File: src/rtl/ls_mem_port.sv
// ls_mem_port: PE load/store responder with stride-2 vector bursts on a host-shared bank
// Ports: req_addr/req_we/req_vec/req_wdata in, req_ready out; rsp_data/vec_counter/busy out;
// host_en/host_we/host_addr/host_wdata in, host_rdata out; err out only with LS_MEM_RANGE_CHECK_EN
module ls_mem_port #(
  parameter int DATA_WIDTH = 8,
  parameter int VEC_WIDTH = 8,
  parameter int DEPTH = 256,
  localparam int VEC_WIDTH_BITS = $clog2(VEC_WIDTH),
  localparam int ADDR_BITS = $clog2(DEPTH)
) (
  input  logic                      clk,
  input  logic                      rst_n,
  input  logic [DATA_WIDTH:0]       req_addr,
  input  logic                      req_we,
  input  logic                      req_vec,
  input  logic [DATA_WIDTH-1:0]     req_wdata,
  output logic                      req_ready,
  output logic [DATA_WIDTH:0]       rsp_data,
  output logic [VEC_WIDTH_BITS-1:0] vec_counter,
  output logic                      busy,
  input  logic                      host_en,
  input  logic                      host_we,
  input  logic [ADDR_BITS-1:0]      host_addr,
  input  logic [DATA_WIDTH-1:0]     host_wdata,
  output logic [DATA_WIDTH-1:0]     host_rdata
`ifdef LS_MEM_RANGE_CHECK_EN
  ,
  output logic                      err
`endif
);
`ifdef LS_MEM_RANGE_CHECK_EN
  // keep full address plus carry so out-of-range elements are detected instead of wrapped
  localparam int EW = DATA_WIDTH + 1;
  logic err_q, err_d;
  assign err = err_q;
`else
  localparam int EW = ADDR_BITS;
`endif
  typedef enum logic {IDLE, BURST} state_t;
  state_t state_q, state_d;
  logic [VEC_WIDTH_BITS-1:0] cnt_q, cnt_d;
  logic [EW-1:0] base_q, base_d, ea;
  logic we_q, we_d;
  logic [DATA_WIDTH:0] rsp_q, rsp_d;
  logic [DATA_WIDTH-1:0] hrd_q, hrd_d;
  logic [DATA_WIDTH-1:0] mem [DEPTH];
  logic accept, pe_go, acc_we, oob, mem_we;
  logic [ADDR_BITS-1:0] mem_a;
  logic [DATA_WIDTH-1:0] mem_wd, rd;
  assign busy = state_q == BURST;
  assign req_ready = ~busy & ~host_en;
  assign accept = req_addr[DATA_WIDTH] & req_ready;
  assign vec_counter = cnt_q;
  assign rsp_data = rsp_q;
  assign host_rdata = hrd_q;
  always_ff @(posedge clk or negedge rst_n) begin
    if (!rst_n) begin
      state_q <= IDLE;
      cnt_q <= '0;
      base_q <= '0;
      we_q <= 1'b0;
      rsp_q <= '0;
      hrd_q <= '0;
`ifdef LS_MEM_RANGE_CHECK_EN
      err_q <= 1'b0;
`endif
    end else begin
      state_q <= state_d;
      cnt_q <= cnt_d;
      base_q <= base_d;
      we_q <= we_d;
      rsp_q <= rsp_d;
      hrd_q <= hrd_d;
`ifdef LS_MEM_RANGE_CHECK_EN
      err_q <= err_d;
`endif
    end
  end
  // a host cycle stalls the burst: counter and state hold
  always_comb begin
    state_d = state_q;
    cnt_d = cnt_q;
    if (busy && !host_en) begin
      state_d = cnt_q == VEC_WIDTH_BITS'(VEC_WIDTH - 1) ? IDLE : BURST;
      cnt_d = state_d == IDLE ? '0 : cnt_q + 1'b1;
    end else if (accept && req_vec) begin
      state_d = BURST;
      cnt_d = VEC_WIDTH_BITS'(1);
    end
  end
  // cnt_q is zero in IDLE, so one adder covers element 0 and the burst elements
  always_comb begin
    pe_go = ~host_en & (busy | accept);
    acc_we = busy ? we_q : req_we;
    ea = (busy ? base_q : EW'(req_addr[DATA_WIDTH-1:0])) + EW'({cnt_q, 1'b0});
`ifdef LS_MEM_RANGE_CHECK_EN
    oob = ea >= EW'(DEPTH);
    err_d = err_q | (pe_go & oob);
`else
    oob = 1'b0;
`endif
    mem_we = host_en ? host_we : pe_go & acc_we & ~oob;
    mem_a = host_en ? host_addr : ea[ADDR_BITS-1:0];
    mem_wd = host_en ? host_wdata : req_wdata;
    rd = mem[mem_a];
    rsp_d = pe_go & ~acc_we ? {1'b1, rd & {DATA_WIDTH{~oob}}} : '0;
    hrd_d = host_en & ~host_we ? rd : hrd_q;
    base_d = accept ? EW'(req_addr[DATA_WIDTH-1:0]) : base_q;
    we_d = accept ? req_we : we_q;
  end
  always_ff @(posedge clk) begin
    if (mem_we) mem[mem_a] <= mem_wd;
  end
endmodule

File: config.mk
export PLATFORM = sky130hd
export DESIGN_NAME = ls_mem_port
export DESIGN_NICKNAME = d
export VERILOG_FILES = /design/src/rtl/ls_mem_port.sv
export SDC_FILE = /design/constraint.sdc
export NUM_CORES = 2
export LEC_CHECK = 0
export CAP_MARGIN = 5
export CORE_MARGIN = 2
export CORE_UTILIZATION = 50
export CTS_CLUSTER_DIAMETER = 50
export DETAILED_ROUTE_END_ITERATION = 10
export GPL_TIMING_DRIVEN = 0
export PLACE_DENSITY = 0.72
export SLEW_MARGIN = 10
export SYNTH_ARGS = -nofsm -noshare
export SYNTH_HDL_FRONTEND = slang
export SYNTH_SLANG_ARGS = --single-unit
File: constraint.sdc
create_clock -name clk -period 7 [get_ports clk]
set_input_delay 1.05 -clock clk [delete_from_list [all_inputs] [get_ports clk]]
set_output_delay 1.05 -clock clk [all_outputs]
set_load 0.005 [all_outputs]
# Word-level counts from Yosys, hierarchy flattened

Memories as Yosys holds them, arrays and structs flattened.
Index checks and enable logic that the tools add are counted.

Bits in registers: 30
Output and inout port bits: 22
Bits in writable memories: 2,048
Logic and storage cells: 39
Memories: 1
Input port bits: 39

Muxes and demuxes: 14
Reduce and logical (&&, ||, !) cells: 4
Equality and inequality tests: 1
Add/subtract/negate cells: 2
Bitwise gates (word level): 11

Memories:

| memory | depth | bits a word | read ports | clocked after Yosys merged registers in | wr ports | RTL line | source |
|---|---|---|---|---|---|---|---|
| mem    | 256   | 8           | 1          | 0                                       | 1        | 46       | `logic [DATA_WIDTH-1:0] mem [DEPTH];` |

Operator list:

| cell                                         | count |
|---|---|
| 2-to-1 mux 8 bit                             | 3 |
| 2-to-1 mux 3 bit                             | 3 |
| 2-to-1 mux 9 bit                             | 1 |
| adder 8 x 4 -> 8 bit                         | 1 |
| 2-to-1 mux 1 bit                             | 7 |
| bitwise AND 1 bit                            | 6 |
| inverter 1 bit                               | 4 |
| adder 3 x 1 -> 3 bit (second input constant) | 1 |
| equality test 3 bit (second input constant)  | 1 |
| logical AND 1 bit                            | 2 |
| nonzero test 2 bit                           | 1 |
| logical NOT 1 bit                            | 1 |
| bitwise OR 1 bit                             | 1 |

# Depth between registers and ports, before layout

Depth in word-level cells: 9
Gate-level depth with buffers: 17
Gate-level depth less buffers: 12

# Worst setup path after synthesis

Ideal clock, no wire load.

Kind: register to register
From: register state_q (netlist: busy)
To: memory mem[211][0], enable pin
Arrival: 4,416 ps
Path slack: 2,214 ps
Cell stages (with the launch flop): 15
Required time: 6,630 ps
Setup time: 370 ps
Cell sequence: dfrtp_1 > buf_2 > buf_1 > mux2_2 > ha_1 > fa_1 > or2_2 > o32ai_1 > buf_2 > buf_1 > buf_1 > nor2b_1 > nand3_1 > clkbuf_1 > nor2_1

Word-level cells in the longest chain between the ends: 9
Elaborated cells between the ends (all ways): 13
Classes of those cells: add/sub: 1; mux: 6; bitwise: 6

Ends and longest elaborated chain:

| element                                | RTL line | source |
|---|---|---|
| start: declaration                     | 40       | `state_t state_q, state_d;` |
| start signal: assignment               | 68       | `state_q <= state_d;` |
| inverter 1 bit                         | 51       | `assign req_ready = ~busy & ~host_en;` |
| bitwise AND 1 bit                      | 51       |  |
| bitwise AND 1 bit                      | 52       | `assign accept = req_addr[DATA_WIDTH] & req_ready;` |
| bitwise OR 1 bit                       | 93       | `pe_go = ~host_en & (busy \| accept);` |
| bitwise AND 1 bit                      | 93       |  |
| bitwise AND 1 bit                      | 102      | `mem_we = host_en ? host_we : pe_go & acc_we & ~oob;` |
| 2-to-1 mux 1 bit                       | 102      |  |
| 2-to-1 mux 1 bit                       | 112      | `if (mem_we) mem[mem_a] <= mem_wd;` |
| 2-to-1 mux 1 bit (not written as such) | 112      |  |
| end: declaration                       | 46       |  |

Parallel ways exist; a longest one is shown, timed or not.

# Final worst setup path

From: register state_q (netlist: busy)
To: memory mem[173][2], enable pin

The elaborated chain is that of the path after synthesis.

==> metrics.yaml <==
gp_congestion: 1.02
setup_viol: 81
path_depth: 13
coreArea_um2: 162000
crit_fanout: 10
drt_first_pass_iters: 9
crit_chain: "buf_2 > buf_1 > mux2_2 > ha_1 > fa_1 > xor2_1 > a32o_1 > clkbuf_2 > clkbuf_2 > nor2b_1 > nand3_1 > clkbuf_2 > nor2_1"
max_freq_mhz: 138
cts-root-buf: "clkbuf_16"
rsz0062_at_grt: "true"
critical_path.top_delay_family: "buffers and inverters"
min_period_over_period: 1.03
ir_drop_mv: 0.285
synth_seq_cells: 2078
grt_max_degree: 143
synth_cell_types: 57
layout_commonest_cell: "edfxtp_1"
cp_slowest_stage_delay_ns: 0.85
fillCellCount: 12100
vias: 48700
final_max_slew_viol_count: 0
end_kind: "register"
final_area_um2: 92600
vias_per_cell: 6.61
maxCapViolCount: 0
clockBufferDepth: 3
power_leakage_nw: 29.9
final_nets: 5047
skew_ns: 0.0756
cts_max_level: 4
synth_flop_cell: "edfxtp_1"
wl_um: 254000
cp_num_buf_inv: 5
cp-start-kind: "register"
dpl_cell_area_um2: 85300
cts_tree: "built"
synth_warnings: 0
avgSynthCellArea_um2: 17.3
layout-drive-gt1-share: 0.158
start_util: 0.501
synth_cells: 4713
dp_slack_ns: -1.36
cpMostUsedCell: "clkbuf_2"
utilization: 0.571
worstMarginPinSlew_ns: 1.46
cts_sinks: 2078
async_flop_share: 0.0144
grt_pass1_wl_um: 350000
worstPathRequired_ns: 7.45
synth_edf_count: 2048
hold_viol: 0
clkTransAtPathRegs_ns: 0.06
wl_per_cell_um: 34.5
die_w_um: 407
grt_use_total: 0.301
ff2ff_path_depth: 13
drc: 0
layout_common_cells: "edfxtp_1, nand2_1, mux2i_1"
min_path_type: "in2async"
placementRows: 148
hold_ws_ns: 0.121
max-slew-margin-rel: 0.0263
min_period_ns: 7.22
dieArea_um2: 166000
ios: 61
overflow: 0
critPathKind: "reg2reg"
synth_seq_area_share: 0.765
clock_latency_ns: 0.85
setup_tns_ns: -8.62
violations: "negative setup slack"
final.setup.worst_slack_ns: -0.225
grt_pass1_vias: 46100
seq_area_um2: 62200
syn-num-nets: 4758
die_y_um: 407
drtAntennaViolNets: 0
status: "finished with violations"
syn2layout_area_growth_pct: 13.9
hpwl_um: 170000
hold_buffers: 0
syn-cell-area_um2: 81300
multiInputGateArea_um2: 18300
crit_slowest_cell: "nor2_1"
cp.arrival_ns: 7.68
drt_iter0_drc: 8168
portBuffers: 57
cts_inserted_buffers: 205
antenna_found_initial: 7
power_density_nw_per_um2: 398
-- cell families (layout without fill, tap and decap cells) --
| logic type | after synthesis | in the layout | share of synthesized area |
|---|---|---|---|
| compound gates | 634 | 634 | 0.0526 |
| xor+xnor | 3 | 3 | 0.000323 |
| fa+ha+maj | 6 | 6 | 0.00102 |
| buf+inv | 301 | 765 | 0.0165 |
| flops | 2078 | 2078 | 0.765 |
| mux | 594 | 594 | 0.107 |
| other cells | 0 | 9 | 0 |
| simple gates | 1097 | 1097 | 0.0573 |
-- stage by stage --
stage	std cells	power (mW)
2_1_floorplan	4713	19.9
3_3_place_gp	6945	25.0
3_5_place_dp	6967	25.2
4_1_cts	7352	36.2
5_1_grt	7352	37.3
6_report	7361	36.9
-- synth_stat cells (5+ instances only) --
master / n / area, um2
buf_4: 10 / 75.1
buf_1: 15 / 56.3
dfrtp_1: 30 / 751
o21ai_0: 26 / 130
mux2_2: 39 / 439
a211oi_1: 8 / 60.1
a22oi_1: 84 / 631
o311ai_0: 6 / 52.6
nor2_1: 286 / 1070
nand4_1: 48 / 300
nand2b_1: 5 / 31.3
a22o_1: 12 / 105
o22ai_1: 114 / 713
a31oi_1: 9 / 56.3
buf_2: 79 / 395
a2111oi_0: 10 / 87.6
nand2_1: 570 / 2140
nor3_1: 45 / 225
nor2b_1: 6 / 37.5
nand3_1: 52 / 260
a32o_1: 50 / 500
ha_1: 5 / 62.6
or4_1: 18 / 135
nor4_1: 54 / 338
mux2i_1: 339 / 3390
a211o_1: 7 / 61.3
a32oi_1: 64 / 561
a21oi_1: 216 / 1080
buf_6: 10 / 113
o31a_1: 7 / 61.3
clkbuf_1: 182 / 683
edfxtp_1: 2048 / 61500
mux4_2: 215 / 4840
-- registers in the layout (all words and copies together), names as in the netlist --
name,count
vec_counter,3
busy,1
host_rdata,8
mem,2048
rsp_data,9
base_q,8
we_q,1
-- cell type report --
cell class,count,share of cell area
sequential,2078,0.672
multi-input combinational,2334,0.197
clock buffer,250,0.0573
tap,2175,0.0294
clock inverter,132,0.0162
buffer,295,0.0151
timing repair buffer,83,0.0118
antenna,9,0.000243
inverter,5,0.000203
-- metal layers --
metal  vias up  track usage  wire length [um]
li1      19400            -                 -
met2      3991        0.446            113000
met5         -      0.00517               164
met3       795       0.0918             35400
met1     24500        0.398             88800
met4         8        0.172             17100
-- report_power, final --
part	switching, mW	internal [mW]
clock	4.88	6.27
sequential	0.0830	14.0
combinational	8.45	3.16
total	13.4	23.4
-- worst paths after layout --
path	from	to	slack, ns
max	busy	mem[173][2]	-0.22
min	rst_n	base_q[4]	0.12
max reg2reg	busy	mem[173][2]	-0.22
min reg2reg	base_q[0]	base_q[0]	0.51
max in group asynchronous	rst_n	host_rdata[7]	6.39
min in group clk	base_q[0]	base_q[0]	0.51
-- repair_timing --
item	in CTS	in global routing
gates cloned	0	0
pin swaps	3	0
endpoints found under the setup margin	1342	771
setup buffers	4	0
resized for setup	100	47
Power figures use the tool's default switching activity.
